**src/rtl/temp_entry_ctrl_pkg.sv**
```systemverilog
// temp_entry_ctrl_pkg: entry-state encodings, digit limit and digit clamp shared by the entry controller.
package temp_entry_ctrl_pkg;
  typedef enum logic [1:0] {
    INPUT_STATE_DONE = 2'd0,
    INPUT_STATE_ONES = 2'd1,
    INPUT_STATE_TENS = 2'd2,
    INPUT_STATE_HUNS = 2'd3
  } entry_state_t;
  localparam logic [3:0] DIGIT_MAX = 4'd9;
  function automatic logic [3:0] clamp_digit(input logic [3:0] v);
    return (v > DIGIT_MAX) ? DIGIT_MAX : v;
  endfunction
endpackage

```
**src/rtl/temp_entry_ctrl_key_debounce.sv**
```systemverilog
// temp_entry_ctrl_key_debounce: key synchroniser, optional debounce (TEMP_ENTRY_DEBOUNCE_EN) and rising-edge pulse.
module temp_entry_ctrl_key_debounce #(
  parameter int DEBOUNCE_CYCLES = 500_000
) (
  input  logic clk,
  input  logic rst,
  input  logic i_key,
  output logic o_pulse
);
  logic [1:0] r_sync;
  logic       r_prev;
  logic       w_level;
  always_ff @(posedge clk or posedge rst)
    if (rst) r_sync <= '0;
    else     r_sync <= {r_sync[0], i_key};
`ifdef TEMP_ENTRY_DEBOUNCE_EN
  localparam int CW = DEBOUNCE_CYCLES > 1 ? $clog2(DEBOUNCE_CYCLES) : 1;
  logic [CW-1:0] r_cnt;
  logic          r_db;
  // the counter runs only while the synchronised key disagrees with the accepted level
  always_ff @(posedge clk or posedge rst)
    if (rst) begin
      r_cnt <= '0;
      r_db  <= 1'b0;
    end else if (r_sync[1] == r_db) begin
      r_cnt <= '0;
    end else if (r_cnt == CW'(DEBOUNCE_CYCLES - 1)) begin
      r_db  <= r_sync[1];
      r_cnt <= '0;
    end else begin
      r_cnt <= r_cnt + 1'b1;
    end
  assign w_level = r_db;
`else
  logic w_unused_db;
  assign w_unused_db = DEBOUNCE_CYCLES > 0;
  assign w_level = r_sync[1];
`endif
  always_ff @(posedge clk or posedge rst)
    if (rst) r_prev <= 1'b0;
    else     r_prev <= w_level;
  assign o_pulse = w_level & ~r_prev;
endmodule

```
**src/rtl/temp_entry_ctrl.sv**
```systemverilog
// temp_entry_ctrl: three-digit BCD temperature entry FSM with atomic commit, abort and idle timeout.
module temp_entry_ctrl
  import temp_entry_ctrl_pkg::*;
#(
  parameter int DEBOUNCE_CYCLES = 500_000,
  parameter int TIMEOUT_CYCLES  = 250_000_000
) (
  input  logic       clk,
  input  logic       rst,
  input  logic       key_enter,
  input  logic [3:0] sw_value,
  input  logic       abort,
  output logic [1:0] entry_state,
  output logic [3:0] cur_digit,
  output logic [3:0] temp_ones,
  output logic [3:0] temp_tens,
  output logic [3:0] temp_huns,
  output logic       temp_valid,
  output logic       busy,
  output logic       timeout_flag
);
  localparam int TW = TIMEOUT_CYCLES > 1 ? $clog2(TIMEOUT_CYCLES) : 1;
  entry_state_t  r_state, w_next;
  logic [TW-1:0] r_tcnt;
  logic [3:0]    r_sh_ones, r_sh_tens, r_ones, r_tens, r_huns;
  logic          r_valid, r_to_flag;
  logic          w_enter, w_busy, w_abort, w_adv, w_to;
  temp_entry_ctrl_key_debounce #(.DEBOUNCE_CYCLES(DEBOUNCE_CYCLES)) u_key (
    .clk(clk), .rst(rst), .i_key(key_enter), .o_pulse(w_enter)
  );
  always_ff @(posedge clk or posedge rst)
    if (rst) r_state <= INPUT_STATE_DONE;
    else     r_state <= w_next;
  // abort beats enter, enter beats timeout
  always_comb begin
    w_busy  = r_state != INPUT_STATE_DONE;
    w_abort = w_busy && abort;
    w_adv   = w_enter && !w_abort;
    w_to    = w_busy && !w_abort && !w_enter && (r_tcnt == TW'(TIMEOUT_CYCLES - 1));
    w_next  = (w_abort || w_to) ? INPUT_STATE_DONE :
              w_adv ? entry_state_t'(r_state + 2'd1) : r_state;
  end
  always_comb begin
    entry_state  = r_state;
    busy         = w_busy;
    cur_digit    = clamp_digit(sw_value);
    temp_ones    = r_ones;
    temp_tens    = r_tens;
    temp_huns    = r_huns;
    temp_valid   = r_valid;
    timeout_flag = r_to_flag;
  end
  always_ff @(posedge clk or posedge rst)
    if (rst) begin
      r_tcnt    <= '0;
      r_sh_ones <= '0;
      r_sh_tens <= '0;
      r_ones    <= '0;
      r_tens    <= '0;
      r_huns    <= '0;
      r_valid   <= 1'b0;
      r_to_flag <= 1'b0;
    end else begin
      r_tcnt  <= (w_adv || w_next == INPUT_STATE_DONE) ? '0 : r_tcnt + 1'b1;
      r_valid <= w_adv && r_state == INPUT_STATE_HUNS;
      if (w_adv && r_state == INPUT_STATE_ONES) r_sh_ones <= cur_digit;
      if (w_adv && r_state == INPUT_STATE_TENS) r_sh_tens <= cur_digit;
      if (w_adv && r_state == INPUT_STATE_HUNS) begin
        r_huns <= cur_digit;
        r_ones <= r_sh_ones;
        r_tens <= r_sh_tens;
      end
      if (w_to) r_to_flag <= 1'b1;
      else if (w_adv && r_state == INPUT_STATE_DONE) r_to_flag <= 1'b0;
    end
endmodule
```
**config.mk**
```make
export PLATFORM = sky130hd
export DESIGN_NAME = temp_entry_ctrl
export DESIGN_NICKNAME = d
export VERILOG_FILES = /design/src/rtl/temp_entry_ctrl_pkg.sv /design/src/rtl/temp_entry_ctrl_key_debounce.sv /design/src/rtl/temp_entry_ctrl.sv
export SDC_FILE = /design/constraint.sdc
export NUM_CORES = 1
export LEC_CHECK = 0
export BUFFER_PORTS_ARGS = -buffer_cell sky130_fd_sc_hd__buf_2
export CORE_MARGIN = 8
export CORE_UTILIZATION = 50
export DETAILED_ROUTE_END_ITERATION = 16
export PLACE_DENSITY = 0.7
export SLEW_MARGIN = 15
export SYNTH_ARGS = -nofsm -noshare
export SYNTH_HDL_FRONTEND = slang
export SYNTH_SLANG_ARGS = --single-unit
```
**constraint.sdc**
```tcl
create_clock -name clk -period 3 [get_ports clk]
set_input_delay 0.15 -clock clk [delete_from_list [all_inputs] [get_ports clk]]
set_output_delay 0.15 -clock clk [all_outputs]
set_load 0.01 [all_outputs]
```
==> results of run 1 <==
## kinds of logic (layout without fill, tap and decap cells)
kind of cell	after synthesis	after routing	synth area share, %
simple gates	99	99	22.9
fa+ha+maj	5	5	2.44
flops	55	55	53.7
buf+inv	15	50	3.81
compound gates	20	20	4.10
xor+xnor	24	24	8.21
mux	11	11	4.84
## cells in the mapped netlist (2+ instances only)
| cell | instances |
|---|---|
| dfrtp_1 | 55 |
| nand2_1 | 22 |
| nor2_2 | 21 |
| xor2_1 | 16 |
| mux2_1 | 11 |
| nand3_1 | 11 |
| nor2_1 | 11 |
| o21ai_0 | 11 |
| inv_1 | 10 |
| xnor2_1 | 8 |
| nand4_1 | 6 |
| ha_1 | 5 |
| nand2b_1 | 5 |
| a21oi_1 | 4 |
| and3_1 | 4 |
| o21ai_1 | 3 |
| or3_1 | 3 |
| buf_12 | 2 |
| nand3_2 | 2 |
| nand4_2 | 2 |
| nor3_1 | 2 |
## worst max-delay path: stages (launching register included)
cell and delay [ps]:
dfrtp_1 440, inv_1 120, ha_1 200, nor2b_1 90
nor2_1 320, nand2_1 450, mux2_1 470
## where the power goes
part / internal [uW] / switching (uW)
clock network: 270 / 227
logic: 174 / 295
registers: 874 / 81.5
## per-stage QoR
step	instances	setup WS [ps]
6_report	334	775
5_1_grt	334	558
4_1_cts	334	751
3_5_place_dp	324	762
3_3_place_gp	324	903
2_1_floorplan	229	1050
## flip-flops by register name, summed over array words and instances (netlist names)
signal        cells
r_tcnt           28
r_sh_ones         4
r_sh_tens         4
temp_huns         4
temp_ones         4
temp_tens         4
entry_state       2
u_key.r_sync      2
temp_valid        1
timeout_flag      1
u_key.r_prev      1
## worst max path at each step
stage | from | slack [ps] | endpoint
floorplan | entry_state[0]$_DFF_PP0_ | 1050 | temp_huns[3]$_DFFE_PP0P_
global placement | entry_state[0]$_DFF_PP0_ | 900 | temp_ones[0]$_DFFE_PP0P_
detailed placement | entry_state[0]$_DFF_PP0_ | 760 | temp_tens[1]$_DFFE_PP0P_
CTS | entry_state[0]$_DFF_PP0_ | 750 | temp_tens[1]$_DFFE_PP0P_
global route | entry_state[1]$_DFF_PP0_ | 560 | temp_tens[1]$_DFFE_PP0P_
finish | entry_state[1]$_DFF_PP0_ | 770 | temp_tens[1]$_DFFE_PP0P_
## layer usage
layer  global-route usage (%)  vias up  share of wire, %  wire [um]
li1                         -      829                 -          -
met1                     17.7      806                49       2200
met2                     20.9       17                47       2100
met3                     3.75        6               3.3        147
met4                     5.16        0               1.4         61
met5                        0        -                 0          0
## cell type report
type,instances,share of cell area [%]
clock buffers,6,2.87
inverters,10,1.30
flip-flops and latches,55,47.8
multi-input cells,159,37.7
repair buffers,32,6.08
well taps,70,3.04
clock inverters,2,1.22
==> impl_metrics.prom, run 1 <==
# TYPE chip_impl_metric gauge
chip_impl_metric{name="vias_per_cell",unit=""} 4.96
chip_impl_metric{name="antenna_left",unit=""} 0
chip_impl_info{name="final_cell_mix",value="55 x dfrtp_1, 28 x buf_2, 22 x nand2_1"} 1
chip_impl_metric{name="yosys.cell_types.count",unit=""} 36
chip_impl_metric{name="fp.dieArea",unit="um^2"} 7670
chip_impl_metric{name="nFillCells",unit=""} 443
chip_impl_metric{name="critPathMaxFanout",unit=""} 16
chip_impl_metric{name="cts_hold_repair.buffers",unit=""} 2
chip_impl_metric{name="totalPowerFinal",unit="uW"} 1920
chip_impl_info{name="hold_path.startpoint",value="sw_value[3]"} 1
chip_impl_metric{name="flow.area_growth_from_synthesis",unit="%"} 12.5
chip_impl_info{name="worst-setup-path-type",value="flop to flop"} 1
chip_impl_metric{name="grt_pass1_wl",unit="um"} 8140
chip_impl_info{name="timing.hold.worst_endpoint",value="temp_huns[3]$_DFFE_PP0P_"} 1
chip_impl_metric{name="detailedPlacementHpwl",unit="um"} 3270
chip_impl_metric{name="wl_per_cell",unit="um"} 13.5
chip_impl_metric{name="clock_insertion_delay_worst_skew",unit="ps"} 300
chip_impl_metric{name="yosys.area.top_type_share",unit="%"} 53.7
chip_impl_metric{name="setup.reg_to_reg.worst_slack",unit="ps"} 770
chip_impl_metric{name="power.static_leakage",unit="uW"} 0.00136
chip_impl_metric{name="yosys_register_bits",unit=""} 55
chip_impl_metric{name="cap_viol_max_count",unit=""} 0
chip_impl_metric{name="post-route-min-period",unit="ps"} 2230
chip_impl_info{name="worst_setup_path_start_kind",value="flop"} 1
chip_impl_metric{name="route.vias.total",unit=""} 1658
chip_impl_metric{name="place_congestion",unit=""} 0.768
chip_impl_metric{name="async_flop_share",unit="%"} 100
chip_impl_metric{name="cts-htree-levels",unit=""} 2
chip_impl_info{name="worst_setup_ep_type",value="flop"} 1
chip_impl_metric{name="ioPinCount",unit=""} 29
chip_impl_info{name="cts_tree",value="yes"} 1
chip_impl_metric{name="final_design_area_no_fill",unit="um^2"} 2880
chip_impl_metric{name="port-buffer-count",unit=""} 28
chip_impl_metric{name="grt_util_all_layers",unit="%"} 13.6
chip_impl_info{name="mostFrequentLayoutCell",value="dfrtp_1"} 1
chip_impl_metric{name="cts_num_sinks",unit=""} 55
chip_impl_metric{name="core_region_area",unit="um^2"} 5010
chip_impl_info{name="setup_repair_after_global_routing_missed_its_margin",value="no"} 1
chip_impl_metric{name="finalWirelength",unit="um"} 4510
chip_impl_metric{name="net_count_of_the_mapped_netlist",unit=""} 242
chip_impl_metric{name="first_global_vias",unit=""} 1740
chip_impl_info{name="hold_class",value="input pin to flop"} 1
chip_impl_metric{name="post-route-util",unit="%"} 57.5
chip_impl_metric{name="timing.final.hold_violations",unit=""} 0
chip_impl_info{name="synth-main-ff-cell",value="dfrtp_1"} 1
chip_impl_metric{name="drtPass1Iterations",unit=""} 4
chip_impl_metric{name="grt-ovfl-total",unit=""} 0
chip_impl_metric{name="synth-seq-area-share",unit="%"} 53.7
chip_impl_metric{name="cts.repair_timing.setup_buffer_count",unit=""} 0
chip_impl_metric{name="initialDrtViolationCount",unit=""} 48
chip_impl_metric{name="hold_path_depth",unit=""} 2
chip_impl_info{name="synth_area_leaders",value="dfrtp_1 54%, xor2_1 5.5%, nor2_2 5.1%, mux2_1 4.8%, nand2_1 3.2%"} 1
chip_impl_metric{name="post_synth.cell_area_avg",unit="um^2"} 11.2
chip_impl_metric{name="fin_crit_sh",unit="%"} 74.2
chip_impl_metric{name="die_height",unit="um"} 87.6
chip_impl_metric{name="synth-warning-count",unit=""} 0
chip_impl_metric{name="clock.fmax",unit="GHz"} 0.449
chip_impl_metric{name="post_synth_design_cell_area",unit="um^2"} 2560
chip_impl_metric{name="grt_antenna_before_repair",unit=""} 0
chip_impl_info{name="netlist.top_cell.by_area",value="dfrtp_1"} 1
chip_impl_metric{name="antenna_cells",unit=""} 0
chip_impl_info{name="run_status",value="complete, no violations"} 1
chip_impl_info{name="worst_r2r_endpoint",value="temp_tens[1]$_DFFE_PP0P_"} 1
chip_impl_metric{name="num_cts_buffers",unit=""} 5
chip_impl_metric{name="slew_viol_final",unit=""} 0
chip_impl_metric{name="ir_worst_vdd",unit="uV"} 452
chip_impl_metric{name="maximum_number_of_buffers_from_clock_root_to_sink",unit=""} 2
chip_impl_metric{name="max_clock_skew",unit="ps"} 7.41
chip_impl_metric{name="setup-violations-final",unit=""} 0
chip_impl_info{name="regToRegStartpoint",value="entry_state[1]$_DFF_PP0_"} 1
chip_impl_metric{name="regArea",unit="um^2"} 1380
chip_impl_metric{name="slew-limit-headroom",unit="%"} 57.8
chip_impl_metric{name="synth-edff-count",unit=""} 0
chip_impl_metric{name="final_nets",unit=""} 276
chip_impl_metric{name="path_clk_slew",unit="ps"} 90
chip_impl_metric{name="synthCells",unit=""} 229
chip_impl_metric{name="reg2regPathDepth",unit=""} 6
chip_impl_metric{name="grt_start_max_net_pins",unit=""} 31
chip_impl_metric{name="critical_path_arrival",unit="ps"} 2400
chip_impl_metric{name="placement.cell_area",unit="um^2"} 2740
chip_impl_metric{name="worstMarginPinSlew",unit="ps"} 631
chip_impl_metric{name="std_cell_rows",unit=""} 26
chip_impl_metric{name="power_per_cell_area",unit="nW/um^2"} 667
chip_impl_metric{name="finalHoldWorstSlack",unit="ps"} 139
chip_impl_metric{name="setup_tns_final",unit="ps"} 0
chip_impl_metric{name="initial_utilization",unit="%"} 51.1
chip_impl_metric{name="remaining_drc_errors",unit=""} 0
chip_impl_info{name="clk_root_buffer_cell",value="clkbuf_8"} 1
chip_impl_metric{name="drive_gt1_share",unit="%"} 26.1
chip_impl_metric{name="cp.required",unit="ps"} 3180
chip_impl_metric{name="multiInputGateArea",unit="um^2"} 1090
chip_impl_metric{name="die-width",unit="um"} 87.6
chip_impl_metric{name="ctsResizeCount",unit=""} 0
(Power assumes the default switching activity.)
==> run 2: changes to the inputs <==
--- a/config.mk
+++ b/config.mk
@@ -5,11 +5,12 @@
 export SDC_FILE = /design/constraint.sdc
 export NUM_CORES = 1
 export LEC_CHECK = 0
+export ABC_AREA = 1
 export BUFFER_PORTS_ARGS = -buffer_cell sky130_fd_sc_hd__buf_2
 export CORE_MARGIN = 8
 export CORE_UTILIZATION = 50
 export DETAILED_ROUTE_END_ITERATION = 16
-export PLACE_DENSITY = 0.7
+export PLACE_DENSITY = 0.69
 export SLEW_MARGIN = 15
 export SYNTH_ARGS = -nofsm -noshare
 export SYNTH_HDL_FRONTEND = slang
==> constraint.sdc (replaced) <==
create_clock -name clk -period 2.2 [get_ports clk]
set_input_delay 0.11 -clock clk [delete_from_list [all_inputs] [get_ports clk]]
set_output_delay 0.11 -clock clk [all_outputs]
set_load 0.01 [all_outputs]
==> impl_metrics.prom, run 2 <==
# TYPE chip_impl_metric gauge
chip_impl_info{name="run_status",value="complete, no violations"} 1
chip_impl_info{name="cts_tree",value="yes"} 1
chip_impl_metric{name="synth-edff-count",unit=""} 0
chip_impl_metric{name="worst-path-buf-inv",unit=""} 0
chip_impl_metric{name="die-width",unit="um"} 90.5
chip_impl_metric{name="max_clock_skew",unit="ps"} 4.64
chip_impl_metric{name="antenna_cells",unit=""} 0
chip_impl_metric{name="clock_insertion_delay_worst_skew",unit="ps"} 310
chip_impl_metric{name="vias_per_cell",unit=""} 4.75
chip_impl_info{name="setup_repair_after_global_routing_missed_its_margin",value="no"} 1
chip_impl_metric{name="worstMarginPinSlew",unit="ps"} 608
chip_impl_info{name="clk_root_buffer_cell",value="clkbuf_8"} 1
chip_impl_metric{name="post_synth.cell_area_avg",unit="um^2"} 7.90
chip_impl_metric{name="slew-limit-headroom",unit="%"} 59.4
chip_impl_info{name="netlist.top_cell.by_area",value="dfrtp_1"} 1
chip_impl_metric{name="finalWirelength",unit="um"} 5630
chip_impl_info{name="cp_slowest_cell",value="dfrtp_1"} 1
chip_impl_metric{name="synth-seq-area-share",unit="%"} 49.6
chip_impl_metric{name="detailedPlacementHpwl",unit="um"} 4240
chip_impl_metric{name="cts_num_sinks",unit=""} 55
chip_impl_metric{name="route.vias.total",unit=""} 2186
chip_impl_metric{name="post-route-util",unit="%"} 57.9
chip_impl_metric{name="cts-htree-levels",unit=""} 2
chip_impl_metric{name="path_clk_slew",unit="ps"} 100
chip_impl_metric{name="cap_viol_max_count",unit=""} 0
chip_impl_metric{name="std_cell_rows",unit=""} 27
chip_impl_metric{name="synthCells",unit=""} 351
chip_impl_info{name="worst_setup_ep_type",value="flop"} 1
chip_impl_metric{name="port-buffer-count",unit=""} 28
chip_impl_metric{name="grt_start_max_net_pins",unit=""} 30
chip_impl_metric{name="flow.area_growth_from_synthesis",unit="%"} 13.5
chip_impl_metric{name="wl_per_cell",unit="um"} 12.2
chip_impl_info{name="worst_setup_path_start_kind",value="flop"} 1
chip_impl_metric{name="net_count_of_the_mapped_netlist",unit=""} 364
chip_impl_metric{name="yosys_register_bits",unit=""} 55
chip_impl_metric{name="ir_worst_vdd",unit="uV"} 651
chip_impl_info{name="registers.top_by_ff_count",value="r_tcnt"} 1
chip_impl_info{name="synthMostInstantiatedCell",value="nand2_1"} 1
chip_impl_metric{name="nFillCells",unit=""} 495
chip_impl_metric{name="core_region_area",unit="um^2"} 5440
chip_impl_metric{name="initial_utilization",unit="%"} 51.0
chip_impl_metric{name="ioPinCount",unit=""} 29
chip_impl_metric{name="grt_util_all_layers",unit="%"} 14.5
chip_impl_metric{name="slew_viol_final",unit=""} 0
chip_impl_metric{name="largest_register_ff_count",unit=""} 28
chip_impl_metric{name="synth-warning-count",unit=""} 0
chip_impl_metric{name="maximum_number_of_buffers_from_clock_root_to_sink",unit=""} 2
chip_impl_metric{name="setup_tns_final",unit="ps"} 0
chip_impl_metric{name="drtPass1Iterations",unit=""} 4
chip_impl_info{name="hold_class",value="input pin to flop"} 1
chip_impl_metric{name="critPathMaxFanout",unit=""} 28
chip_impl_metric{name="power_per_cell_area",unit="nW/um^2"} 908
chip_impl_info{name="synth-main-ff-cell",value="dfrtp_1"} 1
chip_impl_metric{name="async_flop_share",unit="%"} 100
chip_impl_info{name="worst-setup-path-type",value="flop to flop"} 1
chip_impl_info{name="final_cell_mix",value="102 x nand2_1, 60 x nor2_1, 55 x dfrtp_1"} 1
chip_impl_metric{name="yosys.area.top_type_share",unit="%"} 49.6
chip_impl_metric{name="setup-violations-final",unit=""} 0
chip_impl_metric{name="first_global_vias",unit=""} 2171
chip_impl_metric{name="remaining_drc_errors",unit=""} 0
chip_impl_metric{name="initialDrtViolationCount",unit=""} 150
chip_impl_metric{name="grt-ovfl-total",unit=""} 0
chip_impl_metric{name="cp.required",unit="ps"} 2390
chip_impl_info{name="worstPathCellList",value="ha_1 > nand2_1 > nor2_2 > nand3_1 > nor2_1 > nand2_1 > nand3_1 > nand2_2 > nand2_4 > nor2_1"} 1
chip_impl_info{name="netlist_top_cells_count",value="102 x nand2_1, 60 x nor2_1, 55 x dfrtp_1"} 1
chip_impl_metric{name="critical_path_arrival",unit="ps"} 2060
chip_impl_metric{name="post_synth_design_cell_area",unit="um^2"} 2770
chip_impl_metric{name="timing.final.hold_violations",unit=""} 0
chip_impl_metric{name="post-route-min-period",unit="ps"} 1870
chip_impl_metric{name="delay_contributed_by_the_slowest_stage_of_the_critical_path",unit="ps"} 440
chip_impl_metric{name="die_height",unit="um"} 90.5
chip_impl_metric{name="num_cts_buffers",unit=""} 5
chip_impl_metric{name="final_nets",unit=""} 400
chip_impl_metric{name="fin_crit_sh",unit="%"} 84.8
chip_impl_metric{name="power.static_leakage",unit="uW"} 0.00148
chip_impl_metric{name="grt_pass1_wl",unit="um"} 9920
chip_impl_metric{name="grt_antenna_before_repair",unit=""} 0
chip_impl_metric{name="yosys.cell_types.count",unit=""} 24
chip_impl_metric{name="clock.fmax",unit="GHz"} 0.536
chip_impl_metric{name="fp.dieArea",unit="um^2"} 8190
chip_impl_info{name="critical_path.top_delay_family",value="simple AND/OR/NAND/NOR gates"} 1
chip_impl_metric{name="place_congestion",unit=""} 0.918
chip_impl_metric{name="drive_gt1_share",unit="%"} 13.4
chip_impl_info{name="mostFrequentLayoutCell",value="nand2_1"} 1
chip_impl_metric{name="antenna_left",unit=""} 0
chip_impl_info{name="synth_area_leaders",value="dfrtp_1 50%, nand2_1 14%, nor2_1 8.1%, inv_1 6.2%, xor2_1 5.1%"} 1
==> run 2: what timing repair did <==
action / 4_1_cts / 5_1_grt
hold endpoints to repair: 28 / 0
setup buffers: 0 / 0
resized for setup: 0 / 0
hold buffers: 2 / 0
==> run 2: logic make-up (layout without fill, tap and decap cells) <==
family,after synthesis,count (layout),share of synthesized area (%)
AND/OR/NAND/NOR,203,203,31.1
flip-flops,55,55,49.6
buffers and inverters,51,88,7.44
XOR/XNOR,19,19,6.00
AO/OA/AOI/OAI,18,18,3.61
adder cells (fa/ha/maj),5,5,2.26
==> run 2: worst paths after layout <==
path,start,endpoint,slack (ps),depth (start not counted)
worst max-delay path,r_tcnt[0]$_DFF_PP0_,r_tcnt[6]$_DFF_PP0_,330,10
worst min-delay path,sw_value[0],temp_huns[0]$_DFFE_PP0P_,140,4
worst max register to register,r_tcnt[0]$_DFF_PP0_,r_tcnt[6]$_DFF_PP0_,330,10
worst min register to register,u_key.r_sync[0]$_DFF_PP0_,u_key.r_sync[1]$_DFF_PP0_,370,0
max in group asynchronous,rst,r_tcnt[10]$_DFF_PP0_,1140,4
min in group asynchronous,rst,r_tcnt[16]$_DFF_PP0_,430,3
==> run 2: per-layer routing <==
| metal | wire length, um | share of wire, % | vias up | GRT usage (%) |
|---|---|---|---|---|
| met5 | 0 | 0 | - | 0 |
| met4 | 65 | 1.2 | 0 | 4.85 |
| met3 | 139 | 2.5 | 5 | 2.91 |
| met2 | 2650 | 47 | 25 | 23.4 |
| met1 | 2770 | 49 | 1016 | 18.9 |
| li1 | - | - | 1140 | - |
==> run 2: where the power goes <==
group          total [uW]  internal (uW)  switching (uW)  leakage [uW]
combinational         758            266             491      0.000680
sequential           1320           1210             113      0.000734
clock                 778            455             323     0.0000654
total                2860           1930             927       0.00148
==> run 2: stage by stage <==
step	instances	power (uW)	instance area (um^2)	hold WS (ps)	setup slack [ps]
CTS	460	2890	3150	127	337
detailed placement	450	2110	3000	219	362
global placement	450	2090	3000	221	409
finish	460	2860	3150	139	334
global route	460	3030	3150	142	127
floorplan	351	1890	2770	141	478
==> run 2: worst reg2reg max path, stage by stage, from the launching register on <==
cell     delay, ps
dfrtp_1        440
ha_1           260
nand2_1         80
nor2_2         110
nand3_1        100
nor2_1         110
nand2_1         90
nand3_1        130
nand2_2         80
nand2_4        270
nor2_1         100
==> run 2: final cells by class <==
| class | instances | area [um^2] | share of cell area [%] |
|---|---|---|---|
| multi-input combinational | 245 | 1190 | 37.8 |
| sequential | 55 | 1380 | 43.7 |
| tap | 72 | 90.1 | 2.86 |
| inverter | 47 | 176 | 5.60 |
| clock buffer | 6 | 72.6 | 2.30 |
| timing repair buffer | 33 | 183 | 5.80 |
| clock inverter | 2 | 60.1 | 1.91 |
==> run 3: changes to the inputs <==
--- a/config.mk
+++ b/config.mk
@@ -10,7 +10,7 @@
 export CORE_MARGIN = 8
 export CORE_UTILIZATION = 50
 export DETAILED_ROUTE_END_ITERATION = 16
-export PLACE_DENSITY = 0.69
+export PLACE_DENSITY = 0.72
 export SLEW_MARGIN = 15
 export SYNTH_ARGS = -nofsm -noshare
 export SYNTH_HDL_FRONTEND = slang
==> constraint.sdc (replaced) <==
create_clock -name clk -period 1.7 [get_ports clk]
set_input_delay 0.085 -clock clk [delete_from_list [all_inputs] [get_ports clk]]
set_output_delay 0.085 -clock clk [all_outputs]
set_load 0.01 [all_outputs]
==> impl_metrics.prom, run 3 (synthesis gave the netlist of run 2 again) <==
# TYPE chip_impl_metric gauge
chip_impl_info{name="run_status",value="complete, but fails checks"} 1
chip_impl_info{name="violated_checks",value="negative setup slack"} 1
chip_impl_metric{name="core_region_area",unit="um^2"} 5440
chip_impl_info{name="cp_slowest_cell",value="dfrtp_1"} 1
chip_impl_metric{name="ir_worst_vdd",unit="uV"} 917
chip_impl_metric{name="critPathMaxFanout",unit=""} 6
chip_impl_info{name="worst-setup-path-type",value="flop to flop"} 1
chip_impl_info{name="clk_root_buffer_cell",value="clkbuf_8"} 1
chip_impl_metric{name="cp.required",unit="ps"} 1920
chip_impl_metric{name="share_comb_of_total_power",unit="%"} 42.9
chip_impl_metric{name="detailedPlacementHpwl",unit="um"} 4380
chip_impl_info{name="hold_class",value="input pin to flop"} 1
chip_impl_metric{name="flow.area_growth_from_synthesis",unit="%"} 25.3
chip_impl_metric{name="die_height",unit="um"} 90.5
chip_impl_metric{name="cts_num_sinks",unit=""} 55
chip_impl_metric{name="wl_per_cell",unit="um"} 13.0
chip_impl_metric{name="place_congestion",unit=""} 0.883
chip_impl_metric{name="route.vias.total",unit=""} 2381
chip_impl_metric{name="largest_register_ff_count",unit=""} 28
chip_impl_info{name="final_cell_mix",value="99 x nand2_1, 55 x dfrtp_1, 54 x nor2_1"} 1
chip_impl_metric{name="drtPass1Iterations",unit=""} 5
chip_impl_metric{name="cap_viol_max_count",unit=""} 0
chip_impl_metric{name="ioPinCount",unit=""} 29
chip_impl_metric{name="setup-violations-final",unit=""} 1
chip_impl_info{name="setup_repair_after_global_routing_missed_its_margin",value="yes"} 1
chip_impl_metric{name="grt-ovfl-total",unit=""} 0
chip_impl_metric{name="clock_insertion_delay_worst_skew",unit="ps"} 320
chip_impl_metric{name="internal_power",unit="uW"} 2850
chip_impl_metric{name="totalPowerFinal",unit="uW"} 4370
chip_impl_metric{name="power_per_cell_area",unit="nW/um^2"} 1260
chip_impl_metric{name="first_global_vias",unit=""} 2347
chip_impl_info{name="worst_setup_ep_type",value="flop"} 1
chip_impl_metric{name="post-route-min-period",unit="ps"} 1700
chip_impl_metric{name="share_clk_of_total_power",unit="%"} 18.2
chip_impl_metric{name="port-buffer-count",unit=""} 28
chip_impl_info{name="worstPathCellList",value="inv_2 > ha_4 > inv_4 > nand2_2 > nor2_2 > nand2_1 > nor2_1 > nand2_2 > nand3_2 > nand2_4 > nand2_8 > clkbuf_16 > nor2_1"} 1
chip_impl_metric{name="placed_cells",unit=""} 465
chip_impl_metric{name="grt_util_all_layers",unit="%"} 15.0
chip_impl_metric{name="worstMarginPinSlew",unit="ps"} 449
chip_impl_metric{name="switchingPower",unit="uW"} 1520
chip_impl_metric{name="remaining_drc_errors",unit=""} 0
chip_impl_metric{name="cts-htree-levels",unit=""} 2
chip_impl_metric{name="vias_per_cell",unit=""} 4.91
chip_impl_metric{name="drive_gt1_share",unit="%"} 23.0
chip_impl_metric{name="nFillCells",unit=""} 462
chip_impl_metric{name="finalWirelength",unit="um"} 6330
chip_impl_metric{name="max_clock_skew",unit="ps"} 5.22
chip_impl_metric{name="fp.dieArea",unit="um^2"} 8190
chip_impl_metric{name="std_cell_rows",unit=""} 27
chip_impl_info{name="registers.top_by_ff_count",value="r_tcnt"} 1
chip_impl_metric{name="final_cell_count_no_fill",unit=""} 485
chip_impl_metric{name="antenna_cells",unit=""} 0
chip_impl_metric{name="power.static_leakage",unit="uW"} 0.00163
chip_impl_metric{name="grt_antenna_before_repair",unit=""} 0
chip_impl_metric{name="grt_pass1_wl",unit="um"} 10200
chip_impl_metric{name="grt_start_max_net_pins",unit=""} 56
chip_impl_info{name="worst_setup_path_start_kind",value="flop"} 1
chip_impl_metric{name="num_cts_buffers",unit=""} 5
chip_impl_metric{name="timing.final.hold_violations",unit=""} 0
chip_impl_metric{name="fin_crit_sh",unit="%"} 100
chip_impl_metric{name="initial_utilization",unit="%"} 51.0
chip_impl_metric{name="critical_path_arrival",unit="ps"} 1920
chip_impl_metric{name="seq_power_share",unit="%"} 38.9
chip_impl_metric{name="path_clk_slew",unit="ps"} 110
chip_impl_metric{name="slew_viol_final",unit=""} 0
chip_impl_metric{name="final_nets",unit=""} 425
chip_impl_metric{name="initialDrtViolationCount",unit=""} 131
chip_impl_metric{name="slew-limit-headroom",unit="%"} 69.8
chip_impl_metric{name="clock.fmax",unit="GHz"} 0.588
chip_impl_info{name="cts_tree",value="yes"} 1
chip_impl_metric{name="power_switching_share",unit="%"} 34.7
chip_impl_metric{name="die-width",unit="um"} 90.5
chip_impl_metric{name="antenna_left",unit=""} 0
chip_impl_metric{name="layout_setup_ws",unit="ps"} -0.00688
chip_impl_metric{name="reg2regPathDepth",unit=""} 13
chip_impl_metric{name="delay_contributed_by_the_slowest_stage_of_the_critical_path",unit="ps"} 370
chip_impl_metric{name="hold_path_depth",unit=""} 4
chip_impl_info{name="mostFrequentLayoutCell",value="nand2_1"} 1
chip_impl_metric{name="maximum_number_of_buffers_from_clock_root_to_sink",unit=""} 2
run 3: cell types whose count changed in the layout (fill, tap and decap cells not counted), moves of 3 or more:
| cell | previous run | this run |
|---|---|---|
| inv_2 | 2 | 5 |
| buf_12 | 0 | 3 |
| nor2_2 | 4 | 9 |
| nand2_1 | 102 | 99 |
| buf_4 | 3 | 21 |
| nor2_1 | 60 | 54 |
| inv_1 | 45 | 41 |
| clkbuf_16 | 0 | 3 |
run 3: worst paths after layout:
path / from / end / slack (ps)
worst max register to register: entry_state[1]$_DFF_PP0_ / r_tcnt[16]$_DFF_PP0_ / -0.007
worst min-delay path: sw_value[3] / temp_huns[2]$_DFFE_PP0P_ / 70
worst min register to register: u_key.r_sync[0]$_DFF_PP0_ / u_key.r_sync[1]$_DFF_PP0_ / 360
max in group asynchronous: rst / temp_ones[3]$_DFFE_PP0P_ / 1110
min in group asynchronous: rst / r_tcnt[22]$_DFF_PP0_ / 360
worst max-delay path: entry_state[1]$_DFF_PP0_ / r_tcnt[16]$_DFF_PP0_ / -0.007
run 3: repair_timing:
item	CTS	global route
endpoints found under the setup margin	0	33
gates resized for setup	0	22
setup buffers	0	6
endpoints found under the hold margin	56	0
hold buffers	2	0
run 3: cell type report:
| cell class | count | area, um^2 | share of cell area [%] |
|---|---|---|---|
| clock inverters | 3 | 28.8 | 0.828 |
| multi-input cells | 245 | 1270 | 36.5 |
| inverters | 47 | 179 | 5.15 |
| flip-flops and latches | 55 | 1380 | 39.6 |
| well taps | 72 | 90.1 | 2.59 |
| clock buffers | 5 | 68.8 | 1.98 |
| repair buffers | 58 | 464 | 13.4 |
run 3: routing by layer:
layer  track usage (%)  vias up  part of all wire (%)
li1                  -     1195                     -
met1              17.8     1102                    43
met2              25.2       70                    50
met3              3.24       14                   4.7
met4              7.21        0                   2.1
met5                 0        -                     0
run 3: per-stage QoR:
stage | utilization, % | setup TNS, ps | instance area (um^2) | setup slack, ps | hold WS [ps]
2_1_floorplan | - | 0 | 2770 | 3.55 | 116
3_3_place_gp | 57.9 | 0 | 3150 | 73.6 | 155
3_5_place_dp | 57.9 | 0 | 3150 | 37.7 | 163
4_1_cts | 60.0 | 0 | 3260 | 15.5 | 71.4
5_1_grt | 63.9 | -3640 | 3470 | -153 | 105
6_report | 63.9 | -0.00688 | 3470 | -0.00688 | 71.6
run 3: critical path, delay by kind of cell (launching register included):
kind	cells	cell delay [ps]
DFF	1	370
and+or+nand+nor	9	770
adders and majority gates	1	160
buffers and inverters	3	280
run 3: power by group through the flow:
stage / Combinational [uW] / Clock, uW / Sequential, uW
2_1_floorplan: 660 / 0 / 1790
3_3_place_gp: 1280 / 0 / 1710
3_5_place_dp: 1320 / 0 / 1710
4_1_cts: 1320 / 813 / 1690
5_1_grt: 2030 / 851 / 1730
6_report: 1870 / 797 / 1700
